**config.mk**
```make
export PLATFORM = sky130hd
export DESIGN_NAME = dram_timer_bank
export DESIGN_NICKNAME = d
export VERILOG_FILES = /design/src/rtl/dram_timer_bank.sv
export SDC_FILE = /design/constraint.sdc
export NUM_CORES = 1
export LEC_CHECK = 0
export ABC_CLOCK_PERIOD_IN_PS = 2300
export CAP_MARGIN = 0
export CORE_MARGIN = 2
export CORE_UTILIZATION = 35
export CTS_CLUSTER_DIAMETER = 30
export DETAILED_ROUTE_END_ITERATION = 7
export RECOVER_POWER = 25
export SYNTH_ARGS = -nofsm -noshare
export SYNTH_HDL_FRONTEND = slang
export SYNTH_SLANG_ARGS = --single-unit
```
**constraint.sdc**
```tcl
create_clock -name clk -period 2.3 [get_ports clk]
set_input_delay 0.46 -clock clk [delete_from_list [all_inputs] [get_ports clk]]
set_output_delay 0.46 -clock clk [all_outputs]
set_load 0.01 [all_outputs]
```
**src/rtl/dram_timer_bank.sv**
```systemverilog
// dram_timer_bank: a bank of independent DRAM timing-constraint down-counters
// plus a refresh-interval generator with a postponed-refresh credit counter.
// Optional feature macro: DRAM_TIMER_OVF_EN adds the sticky ref_ovf output,
// which flags any refresh tick lost because the credit counter was full.
module dram_timer_bank #(
    parameter int WIDTH        = 8,
    parameter int CHANNELS     = 4,
    parameter int REFI         = 7800,
    parameter int MAX_POSTPONE = 8
) (
    input  logic                      clk,
    input  logic                      rst,
    input  logic                      en,
    input  logic [CHANNELS-1:0]       ld,
    input  logic [CHANNELS*WIDTH-1:0] ld_val,
    output logic [CHANNELS*WIDTH-1:0] count,
    output logic [CHANNELS-1:0]       ready,
    output logic                      ref_req,
    input  logic                      ref_ack,
    output logic                      ref_urgent,
    output logic [3:0]                ref_pending
`ifdef DRAM_TIMER_OVF_EN
    ,
    output logic                      ref_ovf
`endif
);

    localparam logic [WIDTH-1:0] CNT_ONE   = {{(WIDTH-1){1'b0}}, 1'b1};
    localparam logic [15:0]      INTV_LAST = 16'(REFI - 1);
    localparam logic [3:0]       PEND_MAX  = 4'(MAX_POSTPONE);

    // ---------------------------------------------------------------
    // Per-channel constraint timers
    // ---------------------------------------------------------------
    genvar gi;
    generate
        for (gi = 0; gi < CHANNELS; gi++) begin : g_chan
            logic [WIDTH-1:0] count_reg;
            logic [WIDTH-1:0] count_next;

            // Load wins over decrement; decrement stops at zero.
            always_comb begin
                count_next = count_reg;
                if (ld[gi]) begin
                    count_next = ld_val[gi*WIDTH +: WIDTH];
                end else if (en && (count_reg != '0)) begin
                    count_next = count_reg - CNT_ONE;
                end
            end

            // Timer state register.
            always_ff @(posedge clk or negedge rst) begin
                if (!rst) begin
                    count_reg <= '0;
                end else begin
                    count_reg <= count_next;
                end
            end

            assign count[gi*WIDTH +: WIDTH] = count_reg;
            assign ready[gi]                = (count_reg == '0);
        end
    endgenerate

    // ---------------------------------------------------------------
    // Refresh interval generator
    // ---------------------------------------------------------------
    logic [15:0] intv_reg;
    logic [15:0] intv_next;
    logic        tick;

    // Interval advances only on enabled cycles; tick marks the wrap.
    always_comb begin
        tick      = en && (intv_reg == INTV_LAST);
        intv_next = intv_reg;
        if (en) begin
            intv_next = tick ? 16'd0 : intv_reg + 16'd1;
        end
    end

    // Interval counter register.
    always_ff @(posedge clk or negedge rst) begin
        if (!rst) begin
            intv_reg <= 16'd0;
        end else begin
            intv_reg <= intv_next;
        end
    end

    // ---------------------------------------------------------------
    // Outstanding refresh credits
    // ---------------------------------------------------------------
    logic [3:0] pend_reg;
    logic [3:0] pend_next;

    // A tick adds a credit, an ack retires one; both together cancel
    // unless nothing was outstanding, in which case the ack is ignored.
    always_comb begin
        pend_next = pend_reg;
        case ({tick, ref_ack})
            2'b10: begin
                if (pend_reg != PEND_MAX) pend_next = pend_reg + 4'd1;
            end
            2'b01: begin
                if (pend_reg != 4'd0) pend_next = pend_reg - 4'd1;
            end
            2'b11: begin
                if (pend_reg == 4'd0) pend_next = 4'd1;
            end
            default: pend_next = pend_reg;
        endcase
    end

    // Credit counter register.
    always_ff @(posedge clk or negedge rst) begin
        if (!rst) begin
            pend_reg <= 4'd0;
        end else begin
            pend_reg <= pend_next;
        end
    end

    assign ref_pending = pend_reg;
    assign ref_req     = (pend_reg != 4'd0);
    assign ref_urgent  = (pend_reg == PEND_MAX);

`ifdef DRAM_TIMER_OVF_EN
    logic ovf_reg;
    logic tick_drop;

    assign tick_drop = tick && !ref_ack && (pend_reg == PEND_MAX);

    // Sticky flag for a refresh tick lost at saturation.
    always_ff @(posedge clk or negedge rst) begin
        if (!rst) begin
            ovf_reg <= 1'b0;
        end else if (tick_drop) begin
            ovf_reg <= 1'b1;
        end
    end

    assign ref_ovf = ovf_reg;
`endif

endmodule

```
==> results of run 1 <==
layout by cell type (no fill, tap or decap), drive strengths merged, types with 2 or more instances in the layout:
| cell | count |
|---|---|
| a21oi | 6 |
| xnor2 | 24 |
| nand4 | 5 |
| nor3 | 14 |
| nor4 | 6 |
| nand3b | 4 |
| mux2i | 3 |
| o21ai | 33 |
| clkdlybuf4s50 | 75 |
| inv | 12 |
| nor2 | 30 |
| o31ai | 2 |
| nand2 | 49 |
| buf | 42 |
| nand2b | 4 |
| or4 | 5 |
| mux2 | 5 |
| a31oi | 2 |
| o311ai | 2 |
| xor2 | 13 |
| nor4b | 4 |
| and3 | 4 |
| o22a | 2 |
| dfrtp | 52 |
| nand3 | 12 |
| clkbuf | 10 |
| nor3b | 2 |
| ha | 10 |
| or3 | 4 |
final timing paths:
kind	end	slack, ps	cells past startpoint
min in group clk	intv_reg[15]$_DFFE_PN0P_	510	1
min reg2reg	intv_reg[15]$_DFFE_PN0P_	510	1
max in group asynchronous	ref_pending[0]$_DFFE_PN0P_	430	2
max	ready[0]	80	5
max reg2reg	ref_pending[2]$_DFFE_PN0P_	180	9
min	ref_pending[3]$_DFFE_PN0P_	410	1
cell families (layout without fill, tap and decap cells):
kind of cell               after synthesis  count (layout)  share of synthesized area
xor gates and xnor gates                37              37                      0.104
DFF                                     52              52                      0.419
buffers and inverters                   26             142                     0.0326
muxes                                    8               8                     0.0290
and+or+nand+nor                        149             149                      0.258
adders and majority gates               10              10                     0.0403
AOI/OAI and AO/OA                       59              59                      0.117
layer usage:
metal	wire (µm)	up-vias	global-route usage
met3	320	6	0.0336
li1	-	1424	-
met5	0	-	0
met2	3590	55	0.270
met1	3540	1313	0.206
met4	77	0	0.0421
final cells by class:
cell class / instances / area [µm²] / area share
multi-input combinational: 263 / 1720 / 0.391
inverter: 12 / 45.0 / 0.0103
clock buffer: 7 / 86.3 / 0.0197
tap: 108 / 135 / 0.0308
sequential: 52 / 1300 / 0.297
clock inverter: 1 / 7.51 / 0.00171
timing repair buffer: 122 / 1100 / 0.250
power by group:
part	switching [µW]	internal [µW]	total, µW
logic	522	653	1180
clock network	314	245	559
registers	141	1050	1200
total	977	1950	2930
per-stage QoR:
step	utilization	total power [µW]	cell area (µm²)	TNS, ps
final	0.506	2930	4390	0
after global routing	0.506	3140	4390	-28.2
after CTS	0.502	2900	4360	0
after detailed placement	0.491	2320	4260	-363
after global placement	0.491	2310	4260	-224
after floorplan	-	1770	3100	0
critical path, delay by kind of cell, from the launching register on:
kind / cells / cell delay, ps
adder cells (fa/ha/maj): 1 / 180
flip-flops: 1 / 380
buffers and inverters: 2 / 240
AND/OR/NAND/NOR: 2 / 660
what timing repair did:
action / CTS / global route
endpoints found under the setup margin: 5 / 5
buffers inserted: 0 / 6
gates resized for setup: 13 / 8
gates cloned: 0 / 0
pin swaps: 0 / 1
==> metrics.json, run 1 <==
{
  "outcome": {"value": "finished clean"},
  "worstSetupEndpointType": {"value": "primary output"},
  "slew_violations": {"value": 0},
  "layout_setup_ws": {"value": 80.4, "unit": "ps"},
  "number_of_flip_flops_in_the_largest_register": {"value": 32},
  "drc_errors": {"value": 0},
  "site_rows": {"value": 34},
  "avgSynthCellArea": {"value": 9.10, "unit": "µm²"},
  "power.density_cell_area": {"value": 667, "unit": "nW/µm²"},
  "synth_top_area_share": {"value": 0.419},
  "worst_path_max_delay_cell": {"value": "sky130_fd_sc_hd__or3b_2"},
  "dp_cells": {"value": 551},
  "timing.max_slew.rel_slack": {"value": 0.134},
  "grt_pass1_vias": {"value": 2814},
  "buffer_ports.inserted": {"value": 81},
  "clkSlewWorstSetupHoldPaths": {"value": 100, "unit": "ps"},
  "initial_util": {"value": 0.358},
  "critPathMaxFanout": {"value": 2},
  "dominant_cell_by_count_in_the_synthesized_netlist": {"value": "sky130_fd_sc_hd__dfrtp_1"},
  "ys_warn_count": {"value": 0},
  "timing_hold_violations_final": {"value": 0},
  "global_placer_s_final_weighted_congestion": {"value": 0.819},
  "nNetsFinal": {"value": 506},
  "die_outline_width": {"value": 98.2, "unit": "µm"},
  "slew_at_the_pin_closest_to_its_max_slew_limit": {"value": 1300, "unit": "ps"},
  "cts_made_buffers": {"value": 5},
  "synthesis.nets": {"value": 391},
  "fin_hold_ws": {"value": 408, "unit": "ps"},
  "syn2layout_area_growth": {"value": 41.5, "unit": "%"},
  "postSynthCellCount": {"value": 341},
  "drt_wl_total": {"value": 7530, "unit": "µm"},
  "grt_pass1_wl": {"value": 12800, "unit": "µm"},
  "grt_util_all_layers": {"value": 0.159},
  "worst_skew_pair.late_latency": {"value": 310, "unit": "ps"},
  "pin_count_of_the_biggest_net_entering_global_routing": {"value": 32},
  "drt-wirelength-per-cell": {"value": 13.3, "unit": "µm"},
  "post_synth_main_area_contributors": {"value": "sky130_fd_sc_hd__dfrtp_1 (42%), sky130_fd_sc_hd__xnor2_1 (6.8%), sky130_fd_sc_hd__nand2_1 (5.8%), sky130_fd_sc_hd__o21ai_0 (5.3%), sky130_fd_sc_hd__ha_1 (4.0%)"},
  "crit_path_max_incr_delay": {"value": 470, "unit": "ps"},
  "number_of_vias_in_the_routed_layout": {"value": 2798},
  "ctsRootBufferMaster": {"value": "sky130_fd_sc_hd__clkbuf_8"},
  "min-delay-path-class": {"value": "in2async"},
  "synth-edff-count": {"value": 0},
  "static-leakage-power": {"value": 0.00185, "unit": "µW"},
  "yosys.area.top_type": {"value": "sky130_fd_sc_hd__dfrtp_1"},
  "hpwl": {"value": 5600, "unit": "µm"},
  "preCtsSetupSlack": {"value": -223, "unit": "ps"},
  "drive_above_1_share": {"value": 0.158},
  "antennaDiodeCount": {"value": 0},
  "fmax": {"value": 0.451, "unit": "GHz"},
  "power.ir.vdd_worst": {"value": 0.257, "unit": "mV"},
  "finalSetupViolations": {"value": 0},
  "chipHeight": {"value": 98.2, "unit": "µm"},
  "die-area": {"value": 9640, "unit": "µm²"},
  "required_time_worst_endpoint": {"value": 1840, "unit": "ps"},
  "post_synth_instance_area": {"value": 3100, "unit": "µm²"},
  "cts_tree": {"value": "yes"},
  "crit_path_start": {"value": "g_chan[0].count_reg[1]$_DFFE_PN0P_"},
  "core": {"value": 8680, "unit": "µm²"},
  "ys_dominant_reg_cell": {"value": "sky130_fd_sc_hd__dfrtp_1"},
  "num_io_pins": {"value": 82},
  "final_antenna_net_count": {"value": 0},
  "maximum_capacitance_violations": {"value": 0},
  "synth.ff_latch_count": {"value": 52},
  "via_per_inst": {"value": 4.95},
  "instances_no_fill": {"value": 565},
  "final.setup_skew": {"value": 11.2, "unit": "ps"},
  "post-route-period-util": {"value": 0.965},
  "firstDrtPassIters": {"value": 4},
  "crit-reg2reg-launch": {"value": "intv_reg[13]$_DFFE_PN0P_"},
  "cts-htree-levels": {"value": 2},
  "synthArstFlopShare": {"value": 1.00},
  "grt_setup_unrepaired": {"value": "true"},
  "cts_hold_buffers": {"value": 0},
  "clock_sink_count": {"value": 52},
  "worstSetupPathType": {"value": "reg2out"},
  "setup.worst_path.start_class": {"value": "flip-flop"},
  "synthTopCellsByCount": {"value": "sky130_fd_sc_hd__dfrtp_1 (52), sky130_fd_sc_hd__nand2_1 (48), sky130_fd_sc_hd__o21ai_0 (33), sky130_fd_sc_hd__nor2_1 (30), sky130_fd_sc_hd__xnor2_1 (24)"},
  "number_of_antenna_violations_at_the_first_check_in_global_routing": {"value": 0},
  "worstPathArrival": {"value": 1760, "unit": "ps"},
  "clk_path_buf_depth": {"value": 2},
  "detailedRoute.firstIterationViolations": {"value": 59},
  "gr-total-overflow": {"value": 0},
  "fillCellCount": {"value": 834},
  "fin_crit_period": {"value": 2220, "unit": "ps"},
  "ys_seq_area_frac": {"value": 0.419},
  "crit_chain": {"value": "inv_1 > ha_2 > or3b_2 > nor3_2 > buf_2"},
  "netlist-cell-type-count": {"value": 51}
}
Power figures use the tool's default switching activity.
==> inputs of run 2 (changes only) <==
GPL_ROUTABILITY_DRIVEN = 0   (was unset)
GPL_TIMING_DRIVEN = 0   (was unset)
==> run 2 against run 1 <==
Effect of this change: maximum frequency shrank 1.1%; cell count shrank 2.8%; cell area shrank 2.2%.
==> metrics.json, run 2 (synthesis gave the netlist of run 1 again) <==
{
  "static-leakage-power": {"value": 0.00176, "unit": "µW"},
  "instances_no_fill": {"value": 549},
  "number_of_vias_in_the_routed_layout": {"value": 2808},
  "drc_errors": {"value": 0},
  "number_of_antenna_violations_at_the_first_check_in_global_routing": {"value": 0},
  "crit_path_max_incr_delay": {"value": 450, "unit": "ps"},
  "cpLargestDelayFamily": {"value": "simple AND/OR/NAND/NOR gates"},
  "drt_wl_total": {"value": 7560, "unit": "µm"},
  "pwr-share-clk": {"value": 0.188},
  "layout.cells.most_common_list": {"value": "sky130_fd_sc_hd__clkdlybuf4s50_1 (73), sky130_fd_sc_hd__dfrtp_1 (51), sky130_fd_sc_hd__nand2_1 (48), sky130_fd_sc_hd__o21ai_0 (32), sky130_fd_sc_hd__nor2_1 (30)"},
  "required_time_worst_endpoint": {"value": 2550, "unit": "ps"},
  "antennaDiodeCount": {"value": 0},
  "cts_hold_buffers": {"value": 0},
  "worstSetupPathType": {"value": "reg2reg"},
  "multi_input_comb_area": {"value": 1780, "unit": "µm²"},
  "clk_path_buf_depth": {"value": 2},
  "crit_chain": {"value": "nor4_2 > nand4b_1 > o21ai_2 > xnor2_1 > ha_2 > nor3b_4 > o32ai_2 > o211ai_1 > o21a_1"},
  "worstPathArrival": {"value": 2490, "unit": "ps"},
  "intPower": {"value": 1890, "unit": "µW"},
  "initial_util": {"value": 0.358},
  "timing_hold_violations_final": {"value": 0},
  "finalSetupViolations": {"value": 0},
  "min-delay-path-class": {"value": "in2async"},
  "chipHeight": {"value": 98.2, "unit": "µm"},
  "grt_pass1_wl": {"value": 12900, "unit": "µm"},
  "cts-htree-levels": {"value": 2},
  "drive_above_1_share": {"value": 0.118},
  "timing.max_slew.rel_slack": {"value": 0.274},
  "worst_path_max_delay_cell": {"value": "sky130_fd_sc_hd__dfrtp_1"},
  "setup.worst_path.start_class": {"value": "flip-flop"},
  "reg2regPathDepth": {"value": 9},
  "clock_sink_count": {"value": 52},
  "die-area": {"value": 9640, "unit": "µm²"},
  "final_antenna_net_count": {"value": 0},
  "site_rows": {"value": 34},
  "firstDrtPassIters": {"value": 4},
  "critPathMaxFanout": {"value": 5},
  "num_io_pins": {"value": 82},
  "slew_at_the_pin_closest_to_its_max_slew_limit": {"value": 1090, "unit": "ps"},
  "post-route-period-util": {"value": 0.976},
  "sw_frac_of_total": {"value": 0.341},
  "final.setup_skew": {"value": 9.44, "unit": "ps"},
  "detailedRoute.firstIterationViolations": {"value": 142},
  "dp_cells": {"value": 530},
  "syn2layout_area_growth": {"value": 38.4, "unit": "%"},
  "grt_util_all_layers": {"value": 0.160},
  "gr-total-overflow": {"value": 0},
  "clkSlewWorstSetupHoldPaths": {"value": 90, "unit": "ps"},
  "nNetsFinal": {"value": 490},
  "die_outline_width": {"value": 98.2, "unit": "µm"},
  "maximum_capacitance_violations": {"value": 0},
  "power_switching": {"value": 979, "unit": "µW"},
  "ctsRootBufferMaster": {"value": "sky130_fd_sc_hd__clkbuf_8"},
  "power.density_cell_area": {"value": 669, "unit": "nW/µm²"},
  "power.ir.vdd_worst": {"value": 0.297, "unit": "mV"},
  "cts_tree": {"value": "yes"},
  "ff_latch_area": {"value": 1300, "unit": "µm²"},
  "core": {"value": 8680, "unit": "µm²"},
  "grt_setup_unrepaired": {"value": "true"},
  "pin_count_of_the_biggest_net_entering_global_routing": {"value": 34},
  "setup-tns-final": {"value": 0, "unit": "ps"},
  "worstSetupEndpointType": {"value": "flip-flop"},
  "worstSetupPathDepth": {"value": 9},
  "grt_pass1_vias": {"value": 2787},
  "slew_violations": {"value": 0},
  "fillCellCount": {"value": 845},
  "layout_commonest_cell": {"value": "sky130_fd_sc_hd__clkdlybuf4s50_1"},
  "regToRegSetupSlack": {"value": 60, "unit": "ps"},
  "fin_crit_period": {"value": 2240, "unit": "ps"},
  "via_per_inst": {"value": 5.11},
  "number_of_flip_flops_in_the_largest_register": {"value": 32},
  "drt-wirelength-per-cell": {"value": 13.8, "unit": "µm"},
  "cts_made_buffers": {"value": 5},
  "worst_skew_pair.late_latency": {"value": 300, "unit": "ps"},
  "outcome": {"value": "finished clean"},
  "fmax": {"value": 0.445, "unit": "GHz"},
  "dpl-instance-area": {"value": 4060, "unit": "µm²"},
  "pwr-share-seq": {"value": 0.434},
  "buffer_ports.inserted": {"value": 80},
  "pwr-share-comb": {"value": 0.379},
  "buf_inv_stages_crit_path": {"value": 0},
  "hpwl": {"value": 5490, "unit": "µm"},
  "post-route-cell-area": {"value": 4300, "unit": "µm²"}
}
## run 2: cell count changes in the layout (fill, tap and decap cells not counted), sizes merged
cell	change
clkdlybuf4s15	+1
dlygate4sd2	+1
clkinvlp	-1
clkbuf	+11
clkdlybuf4s50	-2
buf	-26
## run 2: final timing paths
path,from,to
hold / removal,rst,ref_pending[1]$_DFFE_PN0P_
setup reg to reg,intv_reg[8]$_DFFE_PN0P_,ref_pending[2]$_DFFE_PN0P_
setup / recovery,intv_reg[8]$_DFFE_PN0P_,ref_pending[2]$_DFFE_PN0P_
min in group clk,intv_reg[15]$_DFFE_PN0P_,intv_reg[15]$_DFFE_PN0P_
max in group asynchronous,rst,g_chan[3].count_reg[7]$_DFFE_PN0P_
hold reg to reg,intv_reg[15]$_DFFE_PN0P_,intv_reg[15]$_DFFE_PN0P_
## run 2: layout make-up
class	count	area share
Timing Repair Buffer	94	0.207
Tap cell	108	0.0315
Inverter	12	0.0105
Clock buffer	8	0.0210
Sequential cell	52	0.303
Buffer	12	0.0128
Multi-Input combinational cell	263	0.414
## run 2: power by group through the flow
stage / clock, µW / sequential, µW / combinational, µW
final: 539 / 1250 / 1090
after detailed placement: 0 / 1250 / 965
after global routing: 605 / 1280 / 1200
after CTS: 565 / 1240 / 1010
after floorplan: 0 / 1250 / 517
after global placement: 0 / 1240 / 943
## run 2: routing by layer
metal / GRT usage / share of wire / vias up
met5: 0 / 0 / -
met2: 0.268 / 0.48 / 60
li1: - / - / 1398
met3: 0.0336 / 0.040 / 6
met4: 0.0432 / 0.012 / 0
met1: 0.213 / 0.46 / 1344
## run 2: timing repair
item | in CTS | in global routing
buffers inserted | 8 | 5
endpoints found under the setup margin | 7 | 5
resized for setup | 24 | 11
cloned | 0 | 0
pin swaps | 3 | 6
## run 2: stage by stage
stage / hold slack [ps] / utilization / power (µW) / worst slack [ps]
global route: 429 / 0.495 / 3080 / -102
CTS: 124 / 0.486 / 2820 / 20.2
floorplan: 164 / - / 1770 / 98.7
global placement: 487 / 0.466 / 2190 / -984
detailed placement: 454 / 0.467 / 2210 / -449
finish: 333 / 0.495 / 2870 / 55.0
